## src/rtl/imem_loader_pkg.sv

```systemverilog
// Shared types and constants for the instruction-memory loader.
// The checksum width only matters when IMEM_LOADER_CHECKSUM_EN is defined.
package imem_loader_pkg;

   typedef enum logic [2:0] {
      S_IDLE  = 3'd0,
      S_LOAD  = 3'd1,
      S_WRITE = 3'd2,
      S_CHK   = 3'd3,
      S_DONE  = 3'd4
   } loader_state_t;

   localparam int BYTES_PER_WORD = 4;
   localparam int BIDX_W         = $clog2(BYTES_PER_WORD);
   localparam int CKSUM_W        = 8;

endpackage

```

## src/rtl/byte_packer.sv

```systemverilog
// Packs accepted bytes big-endian into a 32-bit word; word_full_o fires with the 4th byte.
// Zero latency on word_full_o; the packed word is valid the cycle after that byte.
module byte_packer
   import imem_loader_pkg::*;
(
   input  logic        clk_i,
   input  logic        rst_ni,
   input  logic        clear_i,
   input  logic        accept_i,
   input  logic [7:0]  byte_i,
   output logic [31:0] word_o,
   output logic        word_full_o
);

   logic [BIDX_W-1:0] idx_q, idx_d;
   logic [31:0]       word_q, word_d;

   always_comb begin
      idx_d  = idx_q;
      word_d = word_q;
      if (clear_i) begin
         idx_d = '0;
      end else if (accept_i) begin
         idx_d = idx_q + 1'b1;
         case (idx_q)
            2'd0:    word_d[31:24] = byte_i;
            2'd1:    word_d[23:16] = byte_i;
            2'd2:    word_d[15:8]  = byte_i;
            default: word_d[7:0]   = byte_i;
         endcase
      end
   end

   always_ff @(posedge clk_i) begin
      if (!rst_ni) begin
         idx_q  <= '0;
         word_q <= '0;
      end else begin
         idx_q  <= idx_d;
         word_q <= word_d;
      end
   end

   assign word_o      = word_q;
   assign word_full_o = accept_i && (idx_q == BIDX_W'(BYTES_PER_WORD - 1));

endmodule

```

## src/rtl/imem_loader.sv

```systemverilog
// Streams bytes into instruction memory from word 0, holding the core in reset until a clean load.
// 5 cycles per word with continuous s_valid_i; optional trailing checksum byte under IMEM_LOADER_CHECKSUM_EN.
module imem_loader
   import imem_loader_pkg::*;
#(
   parameter int ADDR_W = 8
) (
   input  logic              clk_i,
   input  logic              rst_ni,
   input  logic              start_i,
   input  logic [ADDR_W:0]   word_count_i,
   input  logic              s_valid_i,
   input  logic [7:0]        s_data_i,
   output logic              s_ready_o,
   output logic              imem_we_o,
   output logic [ADDR_W-1:0] imem_addr_o,
   output logic [31:0]       imem_wdata_o,
   output logic              cpu_rst_n_o,
   output logic              busy_o,
   output logic              done_o,
   output logic              err_o
);

   localparam logic [ADDR_W:0] MAX_WORDS = {1'b1, {ADDR_W{1'b0}}};

   loader_state_t     state_q, state_d;
   logic [ADDR_W:0]   count_q;
   logic [ADDR_W:0]   count_clamped;
   logic [ADDR_W:0]   addr_inc;
   logic [ADDR_W-1:0] addr_q;
   logic              cpu_rst_n_q;
   logic              start_acc;
   logic              accept;
   logic              load_acc;
   logic              last_word;
   logic              word_full;

   assign start_acc     = start_i && (state_q == S_IDLE);
   assign accept        = s_valid_i && s_ready_o;
   assign load_acc      = accept && (state_q == S_LOAD);
   assign count_clamped = (word_count_i > MAX_WORDS) ? MAX_WORDS : word_count_i;
   assign addr_inc      = {1'b0, addr_q} + {{ADDR_W{1'b0}}, 1'b1};
   assign last_word     = (addr_inc == count_q);

   byte_packer u_packer (
      .clk_i       (clk_i),
      .rst_ni      (rst_ni),
      .clear_i     (start_acc),
      .accept_i    (load_acc),
      .byte_i      (s_data_i),
      .word_o      (imem_wdata_o),
      .word_full_o (word_full)
   );

   always_ff @(posedge clk_i) begin
      if (!rst_ni) state_q <= S_IDLE;
      else         state_q <= state_d;
   end

   always_comb begin
      state_d = state_q;
      case (state_q)
         S_IDLE:  if (start_acc) state_d = (count_clamped == '0) ? S_DONE : S_LOAD;
         S_LOAD:  if (word_full) state_d = S_WRITE;
         S_WRITE: begin
            if (last_word) begin
`ifdef IMEM_LOADER_CHECKSUM_EN
               state_d = S_CHK;
`else
               state_d = S_DONE;
`endif
            end else begin
               state_d = S_LOAD;
            end
         end
`ifdef IMEM_LOADER_CHECKSUM_EN
         S_CHK:   if (accept) state_d = S_DONE;
`endif
         S_DONE:  state_d = S_IDLE;
         default: state_d = S_IDLE;
      endcase
   end

   always_comb begin
      s_ready_o = (state_q == S_LOAD) || (state_q == S_CHK);
      imem_we_o = (state_q == S_WRITE);
      busy_o    = (state_q != S_IDLE);
      done_o    = (state_q == S_DONE);
   end

   // The final address is not advanced, so a full-capacity load never wraps.
   always_ff @(posedge clk_i) begin
      if (!rst_ni) begin
         count_q     <= '0;
         addr_q      <= '0;
         cpu_rst_n_q <= 1'b0;
      end else begin
         if (start_acc) begin
            count_q     <= count_clamped;
            addr_q      <= '0;
            cpu_rst_n_q <= 1'b0;
         end
         if ((state_q == S_WRITE) && !last_word) addr_q <= addr_q + 1'b1;
         if ((state_q == S_DONE) && !err_o) cpu_rst_n_q <= 1'b1;
      end
   end

   assign imem_addr_o = addr_q;
   assign cpu_rst_n_o = cpu_rst_n_q;

`ifdef IMEM_LOADER_CHECKSUM_EN
   logic [CKSUM_W-1:0] cksum_q;
   logic [CKSUM_W-1:0] cksum_total;
   logic               err_q;

   assign cksum_total = cksum_q + s_data_i;

   always_ff @(posedge clk_i) begin
      if (!rst_ni) begin
         cksum_q <= '0;
         err_q   <= 1'b0;
      end else begin
         if (start_acc) begin
            cksum_q <= '0;
            err_q   <= 1'b0;
         end else if (load_acc) begin
            cksum_q <= cksum_total;
         end else if (accept && (state_q == S_CHK) && (cksum_total != '0)) begin
            err_q <= 1'b1;
         end
      end
   end

   assign err_o = err_q;
`else
   assign err_o = 1'b0;
`endif

endmodule

```

## config.mk

```make
export PLATFORM = sky130hd
export DESIGN_NAME = imem_loader
export DESIGN_NICKNAME = d
export VERILOG_FILES = /design/src/rtl/imem_loader_pkg.sv /design/src/rtl/byte_packer.sv /design/src/rtl/imem_loader.sv
export SDC_FILE = /design/constraint.sdc
export NUM_CORES = 1
export LEC_CHECK = 0
export CAP_MARGIN = 25
export CORE_MARGIN = 4
export CORE_UTILIZATION = 29
export CTS_CLUSTER_DIAMETER = 150
export DETAILED_ROUTE_END_ITERATION = 10
export GPL_TIMING_DRIVEN = 0
export PLACE_DENSITY = 0.53
export SLEW_MARGIN = 40
export SYNTH_ARGS = -nofsm -noshare
export SYNTH_HDL_FRONTEND = slang
export SYNTH_SLANG_ARGS = --single-unit
```

## constraint.sdc

```tcl
create_clock -name clk_i -period 3.45 [get_ports clk_i]
set_clock_uncertainty 0.1 [all_clocks]
set_input_delay 0.345 -clock clk_i [delete_from_list [all_inputs] [get_ports clk_i]]
set_output_delay 0.345 -clock clk_i [all_outputs]
set_load 0.05 [all_outputs]
```

* Yosys cells after proc, flatten, opt, wreduce, memory -nomap -nowiden *
Cells that the tools add are included.
Widths: inputs -> output; s select.

storage, ports and cells
  register bits = 55
  bits of input ports = 21
  word-level logic and storage cells = 56

cells by class
  $add $sub $neg = 3
  order comparisons = 1
  eq/ne operators = 10
  multiplexer cells = 10
  bitwise gates (word level) = 3
  reductions and logical operators = 20

operators with widths
  kind                 number
  $mux 8               2
  $mux 3               4
  $reduce_and 3->1     4
  $add 8x1->9 const B  1
  $eq 9x9->1           1
  $gt 9x9->1 const B   1
  $logic_not 9->1      1
  $mux 9               1
  $pmux 3 s3           1
  $add 8x1->8 const B  1
  $eq 3x2->1 const B   2
  $logic_and 1x1->1    5
  $eq 2x2->1 const B   2
  $reduce_bool 2->1    2
  $eq 3x1->1 const B   1
  $eq 3x3->1 const B   1
  $logic_not 3->1      1
  $not 1->1            3
  $reduce_bool 3->1    1
  $reduce_or 3->1      1
  $add 2x1->2 const B  1
  $eq 2x1->1 const B   1
  $logic_not 2->1      1
  $mux 1               2
  6 further kinds      6

* Depth between registers and ports, before layout *
  depth in word-level cells = 7
  mapped depth = 8
  mapped depth without buffers = 7

* Hierarchy *
A second synthesis with hierarchy kept.

unflattened totals
  cells, all modules = 303
  area total of the unflattened synthesis = 2707.6 um^2

modules (own cells, without submodules)
  module       times used  cells an instance  area an instance (um^2)  seq. area each (um^2)
  imem_loader  1           172                1365.1                   420.4
  byte_packer  1           131                1342.5                   680.7

* Worst setup path after synthesis *
No wires, ideal clock.

  kind = reg2reg
  start = register addr_q[0], in the netlist imem_addr_o[0]
  end = register addr_q[4], in the netlist imem_addr_o[4]
  setup time = 129 ps
  arrival = 2549 ps
  slack = 672 ps
  cell stages (with the launch flop) = 8
  path buffers = 0
  cell sequence = dfxtp_1 -> ha_1 -> xnor2_1 -> xnor2_1 -> or4_4 -> or4_4 -> nand3_1 -> o211ai_1

on the way
  cells in the longest elaborated chain, start to end = 5
  elaborated cells between the ends (all ways) = 7

ends and longest elaborated chain
  item                                         line                source
  start: declaration                           imem_loader.sv:30   logic [ADDR_W-1:0] addr_q;
  start signal: assignment                     imem_loader.sv:103  if ((state_q == S_WRITE) && !last_word) addr_q <= addr_q + 1'b1;
  $add 8x1->9                                  imem_loader.sv:42   assign addr_inc = {1'b0, addr_q} + {{ADDR_W{1'b0}}, 1'b1};
  $eq 9x9->1                                   imem_loader.sv:43   assign last_word = (addr_inc == count_q);
  $logic_not 1->1                              imem_loader.sv:103
  $logic_and 1x1->1                            imem_loader.sv:103
  $mux 8 or $reduce_bool 2->1 (tied branches)  --

Several ways; a longest one is shown, not always the timed one.
A chain may end at the register's enable or synchronous reset.

* Worst setup path after layout *
  start = register addr_q[0], in the netlist imem_addr_o[0]
  end = register addr_q[2], in the netlist imem_addr_o[2]

The elaborated chain is that of the path after synthesis.

==> reports/results.ini <==
[outcome]
outcome = finished, final reports clean

[synth]
synth_commonest_cells = 55 x dfxtp_1, 52 x nand2_1, 40 x a21oi_1
yosys.area.top_type_share = 0.451
synth_edf_count = 0
synth_most_common_cell = dfxtp_1
yosysTopAreaCell = dfxtp_1
avgSynthCellArea_um2 = 8.33
syn_area_um2 = 2440
ys_ff_latch = 55
ys_warn_count = 0
yosys.cell_types.count = 41
synth_seq_area_share = 0.451
synthFlopType = dfxtp_1
syn_inst = 293
async_flop_share = 0
synthTopCellsByArea = dfxtp_1 45%, a21oi_1 8.2%, nand3_1 8.0%
synth_nets = 319

[detailed_routing]
drtIter0Drc = 84
drc = 0
dr.pass1.iters = 4
routed_wl_um = 7100
route.vias.total = 2353
routed_via_density = 5.01
wire_per_inst_um = 15.1
ant_nets = 0

[worst_setup_path]
path_class = flop to flop
cp-start-kind = flop
arrival_ns = 2.95
crit_path_end_kind = flop
crit_fanout = 8
required_ns = 3.56

[placed_design]
portBuffers = 64
placed_area_um2 = 3220
place_congestion = 0.824
dp_hpwl_um = 5330

[global_route]
grtUsageTotal = 0.141
antenna_found_initial = 0
grt_max_degree = 18
gr-total-overflow = 0
grt_pass1_wl_um = 11300
grt_pass1_vias = 2182

[layout]
drive_gt1_frac = 0.0493
nFillCells = 849
n_antenna_cell = 0
layout-area-overhead-vs-synth_pct = 36.4
seq_area_um2 = 1100
multiInputGateArea_um2 = 1250
final_nets = 390
postLayoutCellArea_um2 = 3330
utilization = 0.405

[sta]
period_share = 0.823
setup_violations = 0
worst_slew_pin_slew_ns = 0.848
tns_ns = 0
rsz0062_at_grt = no
slew_violations = 0
max_freq_ghz = 0.352
hold_violations = 0
period_needed_ns = 2.84
whs_ns = 0.354
slew_headroom = 0.430

[clock_network]
clkTransAtPathRegs_ns = 0.10
cts_sinks = 55
hold_buffers = 0
cts_resized = 0
root_buffer = clkbuf_8
post_cts_buffers = 0
cts_tree = built
clockBufferDepth = 2
insertion_delay_ns = 0.31
cts_buffers = 5
h-tree-depth = 2

[power_and_ir_drop]
p_per_area_nw_per_um2 = 442
peakVddDrop_uv = 295
p_leak_nw = 1.11

[floorplan]
initial_core_util = 0.297
die_y_um = 99.7
core_area_um2 = 8220
die_w_um = 99.7
dieArea_um2 = 9950
row_count = 33
boundaryPins = 67

[hold_path]
hold_class = input port to flop

[job]
drv.max_cap_violation_count = 0

==> registers in the layout, indices dropped and copies added, names as in the netlist <==
name and flops:
cpu_rst_n_o 1, count_q 9, u_packer.idx_q 2, u_packer.word_o 32, state_q 3, imem_addr_o 8
==> layout make-up <==
cell class                 instances  share of cell area
buffer                            17              0.0225
clock buffer                       6              0.0218
clock inverter                     2              0.0116
inverter                           5             0.00564
multi-input combinational        216               0.376
sequential                        55               0.331
tap                              105              0.0395
timing repair buffer              64               0.192
==> worst max-delay path, cell delays in order, from the launching register on <==
cell and delay, ns:
dfxtp_1 0.50, ha_1 0.33, xnor2_1 0.16, xnor2_1 0.08, or4_4 0.54, nor4_2 0.72
a21oi_1 0.09, a31o_1 0.22
==> path summary, 6_finish.rpt <==
path,cells past startpoint,slack [ns],to,start
max,7,0.61,imem_addr_o[2],imem_addr_o[0]
max reg2reg,7,0.61,imem_addr_o[2],imem_addr_o[0]
min,3,0.35,state_q[1],rst_ni
min reg2reg,2,0.36,u_packer.word_o[8],u_packer.word_o[8]
==> cells by family (layout without fill, tap and decap cells) <==
logic type | Yosys count | count (layout) | synth area share
simple gates | 131 | 131 | 0.269
compound gates | 67 | 67 | 0.171
flops | 55 | 55 | 0.451
buf+inv | 22 | 94 | 0.0384
xor+xnor | 11 | 11 | 0.0395
fa+ha+maj | 5 | 5 | 0.0256
other cells | 1 | 1 | 0.00154
mux | 1 | 1 | 0.00410
==> placed cells by master (no fill, tap or decap), drive strengths merged, types with 2 or more instances in the layout <==
master	instances
dfxtp	55
o21ai	2
o311ai	3
nor4	4
nor2b	5
nor3	4
a21oi	40
xnor2	9
clkbuf	20
clkdlybuf4s50	64
inv	6
nand4b	3
xor2	2
nor2	8
a31o	2
a22o	8
nand3	39
o211ai	3
buf	3
nand4	2
and2	2
nand2	53
and3	2
or4	4
ha	5
a211oi	2
o41ai	3
==> routing by layer <==
layer | share of wire | vias up | track usage
met4 | 0.0055 | 0 | 0.0347
met2 | 0.46 | 47 | 0.216
met3 | 0.037 | 2 | 0.0245
met5 | 0 | - | 0
met1 | 0.50 | 1108 | 0.204
li1 | - | 1196 | -
==> where the power goes <==
part / leakage (nW) / internal [mW] / switching, mW / total (mW)
combinational: 0.611 / 0.118 / 0.226 / 0.344
clock: 0.0558 / 0.220 / 0.221 / 0.441
sequential: 0.445 / 0.663 / 0.0243 / 0.687
total: 1.11 / 1.00 / 0.471 / 1.47
==> metrics by stage <==
| stage | power (mW) | instances | setup slack [ns] |
|---|---|---|---|
| 4_1_cts | 1.49 | 470 | 0.602 |
| 2_1_floorplan | 0.923 | 293 | 0.672 |
| 5_1_grt | 1.54 | 470 | 0.394 |
| 3_3_place_gp | 1.04 | 462 | 0.631 |
| 3_5_place_dp | 1.05 | 462 | 0.619 |
| 6_report | 1.47 | 470 | 0.609 |
Note: power is estimated with default switching activity, not from simulation.
